### config.mk
export PLATFORM = sky130hd
export DESIGN_NAME = subneg_mem_arbiter
export DESIGN_NICKNAME = d
export VERILOG_FILES = /design/src/rtl/subneg_bus_pkg.sv /design/src/rtl/subneg_rr_arbiter.sv /design/src/rtl/subneg_mem_arbiter.sv
export SDC_FILE = /design/constraint.sdc
export NUM_CORES = 1
export LEC_CHECK = 0
export ABC_AREA = 1
export BUFFER_PORTS_ARGS = -buffer_cell sky130_fd_sc_hd__buf_4
export CAP_MARGIN = 30
export CELL_PAD_IN_SITES_DETAIL_PLACEMENT = 1
export CELL_PAD_IN_SITES_GLOBAL_PLACEMENT = 2
export CORE_MARGIN = 4
export CORE_UTILIZATION = 27
export DETAILED_ROUTE_END_ITERATION = 12
export HOLD_SLACK_MARGIN = 0.05
export MAX_ROUTING_LAYER = met4
export PLACE_DENSITY = 0.85
export SLEW_MARGIN = 20
export SYNTH_ARGS = -nofsm -noshare
export SYNTH_HDL_FRONTEND = slang
export SYNTH_HIERARCHICAL = 1
export SYNTH_SLANG_ARGS = --single-unit
### constraint.sdc
create_clock -name clk -period 2.9 [get_ports clk]
set_input_delay 0.58 -clock clk [delete_from_list [all_inputs] [get_ports clk]]
set_output_delay 0.58 -clock clk [all_outputs]
set_load 0.02 [all_outputs]
### src/rtl/subneg_bus_pkg.sv
// Shared types and constants for the SUBNEG external memory bus controller.
package subneg_bus_pkg;

    localparam int ADDR_W = 8;
    localparam int DATA_W = 8;

    localparam logic [DATA_W-1:0] BUS_DRIVE = 8'hFF;
    localparam logic [DATA_W-1:0] BUS_FLOAT = 8'h00;

    typedef enum logic [2:0] {
        IDLE,
        ADDR,
        RD,
        WD,
        WS,
        WH,
        RESP
    } state_e;

    // Down-counter load value for a phase lasting `cycles` cycles; 0 behaves as 1, clamp at 15.
    function automatic logic [3:0] wait_load(int unsigned cycles);
        if (cycles == 0) return 4'd0;
        if (cycles > 15) return 4'd14;
        return 4'(cycles - 1);
    endfunction

endpackage

### src/rtl/subneg_rr_arbiter.sv
// Two-way request arbiter: round-robin on ties, or fixed port-0 priority.
module subneg_rr_arbiter #(
    parameter bit FIXED_PRIO = 1'b0
) (
    input  logic       clk,
    input  logic       reset,
    input  logic [1:0] req_valid_i,
    input  logic       accept_i,
    output logic [1:0] grant_o
);

    logic last_grant_q;

    // On a tie the port that did not win last time is favoured.
    always_comb begin
        grant_o = 2'b00;
        case (req_valid_i)
            2'b01:   grant_o = 2'b01;
            2'b10:   grant_o = 2'b10;
            2'b11:   grant_o = (FIXED_PRIO || last_grant_q) ? 2'b01 : 2'b10;
            default: grant_o = 2'b00;
        endcase
    end

    always_ff @(posedge clk) begin
        if (reset) begin
            last_grant_q <= 1'b1;
        end else if (accept_i) begin
            last_grant_q <= grant_o[1];
        end
    end

endmodule

### src/rtl/subneg_mem_arbiter.sv
// Two-port owner of the multiplexed address/data memory bus: arbitrates,
// then sequences address latch, read or write strobes and a response pulse.
module subneg_mem_arbiter
    import subneg_bus_pkg::*;
#(
    parameter int unsigned SETUP_CYCLES = 1,
    parameter int unsigned OE_CYCLES    = 1,
    parameter int unsigned WE_CYCLES    = 1,
    parameter bit          FIXED_PRIO   = 1'b0
) (
    input  logic              clk,
    input  logic              reset,
    input  logic [1:0]        req_valid,
    output logic [1:0]        req_ready,
    input  logic [1:0]        req_we,
    input  logic [ADDR_W-1:0] req_addr0,
    input  logic [ADDR_W-1:0] req_addr1,
    input  logic [DATA_W-1:0] req_wdata0,
    input  logic [DATA_W-1:0] req_wdata1,
    output logic [1:0]        rsp_valid,
    output logic [DATA_W-1:0] rsp_rdata,
    output logic [DATA_W-1:0] bus_out,
    output logic [DATA_W-1:0] bus_oe,
    input  logic [DATA_W-1:0] bus_in,
    output logic              le,
    output logic              moe,
    output logic              mwe,
    output logic              busy
);

    localparam logic [3:0] SETUP_LD = wait_load(SETUP_CYCLES);
    localparam logic [3:0] OE_LD    = wait_load(OE_CYCLES);
    localparam logic [3:0] WE_LD    = wait_load(WE_CYCLES);

    state_e            state_q, state_d;
    logic [3:0]        cnt_q, cnt_d;
    logic [ADDR_W-1:0] addr_q;
    logic [DATA_W-1:0] wdata_q;
    logic [DATA_W-1:0] rdata_q;
    logic              we_q;
    logic              id_q;
    logic [1:0]        grant;
    logic              accept;

    subneg_rr_arbiter #(
        .FIXED_PRIO(FIXED_PRIO)
    ) u_arb (
        .clk        (clk),
        .reset      (reset),
        .req_valid_i(req_valid),
        .accept_i   (accept),
        .grant_o    (grant)
    );

    assign req_ready = (state_q == IDLE) ? grant : 2'b00;
    assign accept    = |(req_valid & req_ready);

    always_comb begin
        state_d = state_q;
        cnt_d   = cnt_q;
        case (state_q)
            IDLE: begin
                if (accept) begin
                    state_d = ADDR;
                    cnt_d   = SETUP_LD;
                end
            end
            ADDR: begin
                if (cnt_q != 4'd0) begin
                    cnt_d = cnt_q - 4'd1;
                end else if (we_q) begin
                    state_d = WD;
                    cnt_d   = 4'd0;
                end else begin
                    state_d = RD;
                    cnt_d   = OE_LD;
                end
            end
            RD: begin
                if (cnt_q != 4'd0) cnt_d = cnt_q - 4'd1;
                else               state_d = RESP;
            end
            WD: begin
                state_d = WS;
                cnt_d   = WE_LD;
            end
            WS: begin
                if (cnt_q != 4'd0) cnt_d = cnt_q - 4'd1;
                else               state_d = WH;
            end
            WH:      state_d = RESP;
            RESP:    state_d = IDLE;
            default: state_d = IDLE;
        endcase
    end

    always_ff @(posedge clk) begin
        if (reset) begin
            state_q <= IDLE;
            cnt_q   <= 4'd0;
            addr_q  <= '0;
            wdata_q <= '0;
            rdata_q <= '0;
            we_q    <= 1'b0;
            id_q    <= 1'b0;
        end else begin
            state_q <= state_d;
            cnt_q   <= cnt_d;
            if (accept) begin
                addr_q  <= grant[1] ? req_addr1  : req_addr0;
                wdata_q <= grant[1] ? req_wdata1 : req_wdata0;
                we_q    <= grant[1] ? req_we[1]  : req_we[0];
                id_q    <= grant[1];
            end
            // Capture on the edge that closes the final output-enable cycle.
            if (state_q == RD && cnt_q == 4'd0) begin
                rdata_q <= bus_in;
            end
        end
    end

    // Pins decode only registered state, so request inputs never reach them.
    always_comb begin
        le        = (state_q == ADDR);
        moe       = (state_q == RD);
        mwe       = (state_q == WS);
        busy      = (state_q != IDLE);
        bus_oe    = BUS_FLOAT;
        bus_out   = '0;
        rsp_valid = 2'b00;
        case (state_q)
            ADDR: begin
                bus_oe  = BUS_DRIVE;
                bus_out = addr_q;
            end
            WD, WS, WH: begin
                bus_oe  = BUS_DRIVE;
                bus_out = wdata_q;
            end
            RESP:    rsp_valid = id_q ? 2'b10 : 2'b01;
            default: ;
        endcase
    end

    assign rsp_rdata = rdata_q;

endmodule

==> results.ini <==
[cts]
postCtsSetupRepairBufs = 0
ctsHoldBuffers = 0
clk_pin_slew_ns = 0.07
cts-resized-gates = 0
cts_tree = yes
clk-insertion-delay-late_ns = 0.29
cts_buffers = 5
clockBufferDepth = 2
cts-htree-levels = 2
cts_num_sinks = 34
clock-root-buffer = clkbuf_8

[floorplanning]
die_h_um = 91.8
start_util = 0.279
design.core.area_um2 = 6790
dieArea_um2 = 8430
die_w_um = 91.8
rows = 30
ioPinCount = 78

[min_path]
hp-class = primary input to flop
hold_depth = 2

[timing]
worst_pin_slew_ns = 0.497
skew_ns = 0.00649
setup_viol = 0
finalSetupTns_ns = 0
slew_violations = 0
worst_hold_slack_ns = 0.495
min_period_ns = 2.56
layout_setup_ws_ns = 0.342
rsz0062_at_grt = no
fmax_mhz = 391
finalCritPeriodShare = 0.882
hold_viol = 0
slew_headroom = 0.668

[placed_design]
gp_congestion = 0.786
dpl.hpwl_um = 4380
io_buffers = 77
pre_cts_ws_ns = 0.642
place_inst = 422

[logic_synthesis]
synth_edf_count = 0
seq_area_frac_synth = 0.359
synth_ff_type = dfxtp_1
syn_inst = 263
yosysWarnings = 6
syn-cell-area_um2 = 1900
ys_async_sr_fraction = 0
synth_nets = 311
ys_types = 34
syn_area_per_cell_um2 = 7.21
ys_ff_latch = 34

[critical_path]
worstRegToRegCells = 6
cp.required_ns = 2.32
cp_max_fo = 10
worstPathArrival_ns = 1.98
worstSetupStartpointType = flop
critPathKind = flop to output port
end_kind = output port

[power_and_ir_drop]
switchingPower_uw = 952
switching_share = 0.428
p_leak_uw = 0.00120
ir_worst_vdd_mv = 0.256
sequentialPowerShare = 0.307
comb_power_share = 0.492
power_density_nw_per_um2 = 853
clkPwrFrac = 0.202
power.internal_uw = 1270

[final_layout]
seq_area_um2 = 681
instances_no_fill = 429
fin_util = 0.384
multiInputGateArea_um2 = 986
drive_gt1_frac = 0.330
syn2layout_area_growth_pct = 37.5
n_antenna_cell = 0
fillers = 865
fin_nets = 381

[route]
first_iter_violations = 42
routed_wl_um = 5690
dr.pass1.iters = 4
route.vias.total = 1965
wl_per_cell_um = 13.3
drc = 0
vias_per_cell = 4.58
ant_nets = 0

[global_route]
gr-total-overflow = 0
grt_use_total = 0.143
antenna_found_initial = 0
grt_pass1_vias = 2002
grt_max_degree = 37
grt_pass1_wl_um = 9420

[run]
drv_cap = 0

[status]
outcome = finished, final reports clean

[power by group through the flow]
stage / clock network (uW) / registers (uW) / logic, uW
2_1_floorplan: 0 / 686 / 814
3_3_place_gp: 0 / 690 / 1090
3_5_place_dp: 0 / 691 / 1110
4_1_cts: 460 / 683 / 1110
5_1_grt: 485 / 701 / 1220
6_report: 448 / 682 / 1090
[cell usage after synthesis (2+ instances only)]
cell type	instances	area (um^2)
inv_4	2	12.5
ha_1	2	25.0
clkbuf_1	3	11.3
nand2_2	5	31.3
nor2_2	2	12.5
nor2_4	3	33.8
buf_2	2	10.0
o21ai_1	10	50.1
buf_4	7	52.6
o21ai_2	3	26.3
a21oi_1	6	30.0
nand3_2	2	20.0
nor2_1	25	93.8
o21ai_0	25	125
nand4_4	2	42.5
inv_1	24	90.1
a31oi_1	18	113
nand3_1	10	50.1
dfxtp_1	34	681
nand2_1	61	229
buf_6	4	45.0
[worst max-delay path: stages, from the launching register on]
cell and delay, ns:
dfxtp_1 0.62, nor2_4 0.10, nor2_1 0.24, o21a_1 0.36
o21ai_0 0.18, buf_4 0.19
[final timing paths]
path,from,end,slack [ns]
hold reg to reg,u_arb/last_grant_q,u_arb/last_grant_q,0.50
setup / recovery,state_q[1],bus_out[5],0.34
setup reg to reg,u_arb/last_grant_q,addr_q[2],1.13
hold / removal,reset,cnt_q[2],0.50
[logic make-up (layout without fill, tap and decap cells)]
kind of cell / count (synthesis) / after routing / share of synthesized area
AO/OA/AOI/OAI: 67 / 67 / 0.207
adder cells (fa/ha/maj): 2 / 2 / 0.0132
buffers and inverters: 44 / 114 / 0.121
AND/OR/NAND/NOR: 115 / 115 / 0.295
XOR/XNOR: 1 / 1 / 0.00462
flip-flops: 34 / 34 / 0.359
[sequential cells by signal, indices dropped and copies added, names as in the netlist]
name and cells:
addr_q 8, rsp_rdata 8, wdata_q 8, cnt_q 4, state_q 3, id_q 1
u_arb/last_grant_q 1, we_q 1
[final cells by class]
cell class,instances,share of cell area
Multi-Input combinational cell,185,0.378
Sequential cell,34,0.261
Timing Repair Buffer,80,0.230
Clock buffer,6,0.0317
Tap cell,96,0.0461
Clock inverter,1,0.0115
Inverter,27,0.0408
[through the flow]
stage	total power (uW)	instance area (um^2)
floorplan	1500	1900
global placement	1780	2490
detailed placement	1800	2490
CTS	2260	2610
global route	2400	2610
finish	2220	2610
[layout by cell type (no fill, tap or decap), types with 5 or more instances in the layout]
cell and instances:
clkbuf_8 6, o21ai_0 25, o21ai_1 10, nand2_1 61, a21oi_1 6, nand3_1 10
nand2_2 5, inv_1 24, a31oi_1 18, nor2_1 25, buf_4 80, dfxtp_1 34
[per-layer routing]
metal,global-route usage,up-vias,share of wire
li1,-,1001,-
met1,0.163,901,0.44
met2,0.237,58,0.47
met3,0.0517,5,0.074
met4,0.0371,0,0.0097
met5,-,-,0
Power figures use the tool's default switching activity.
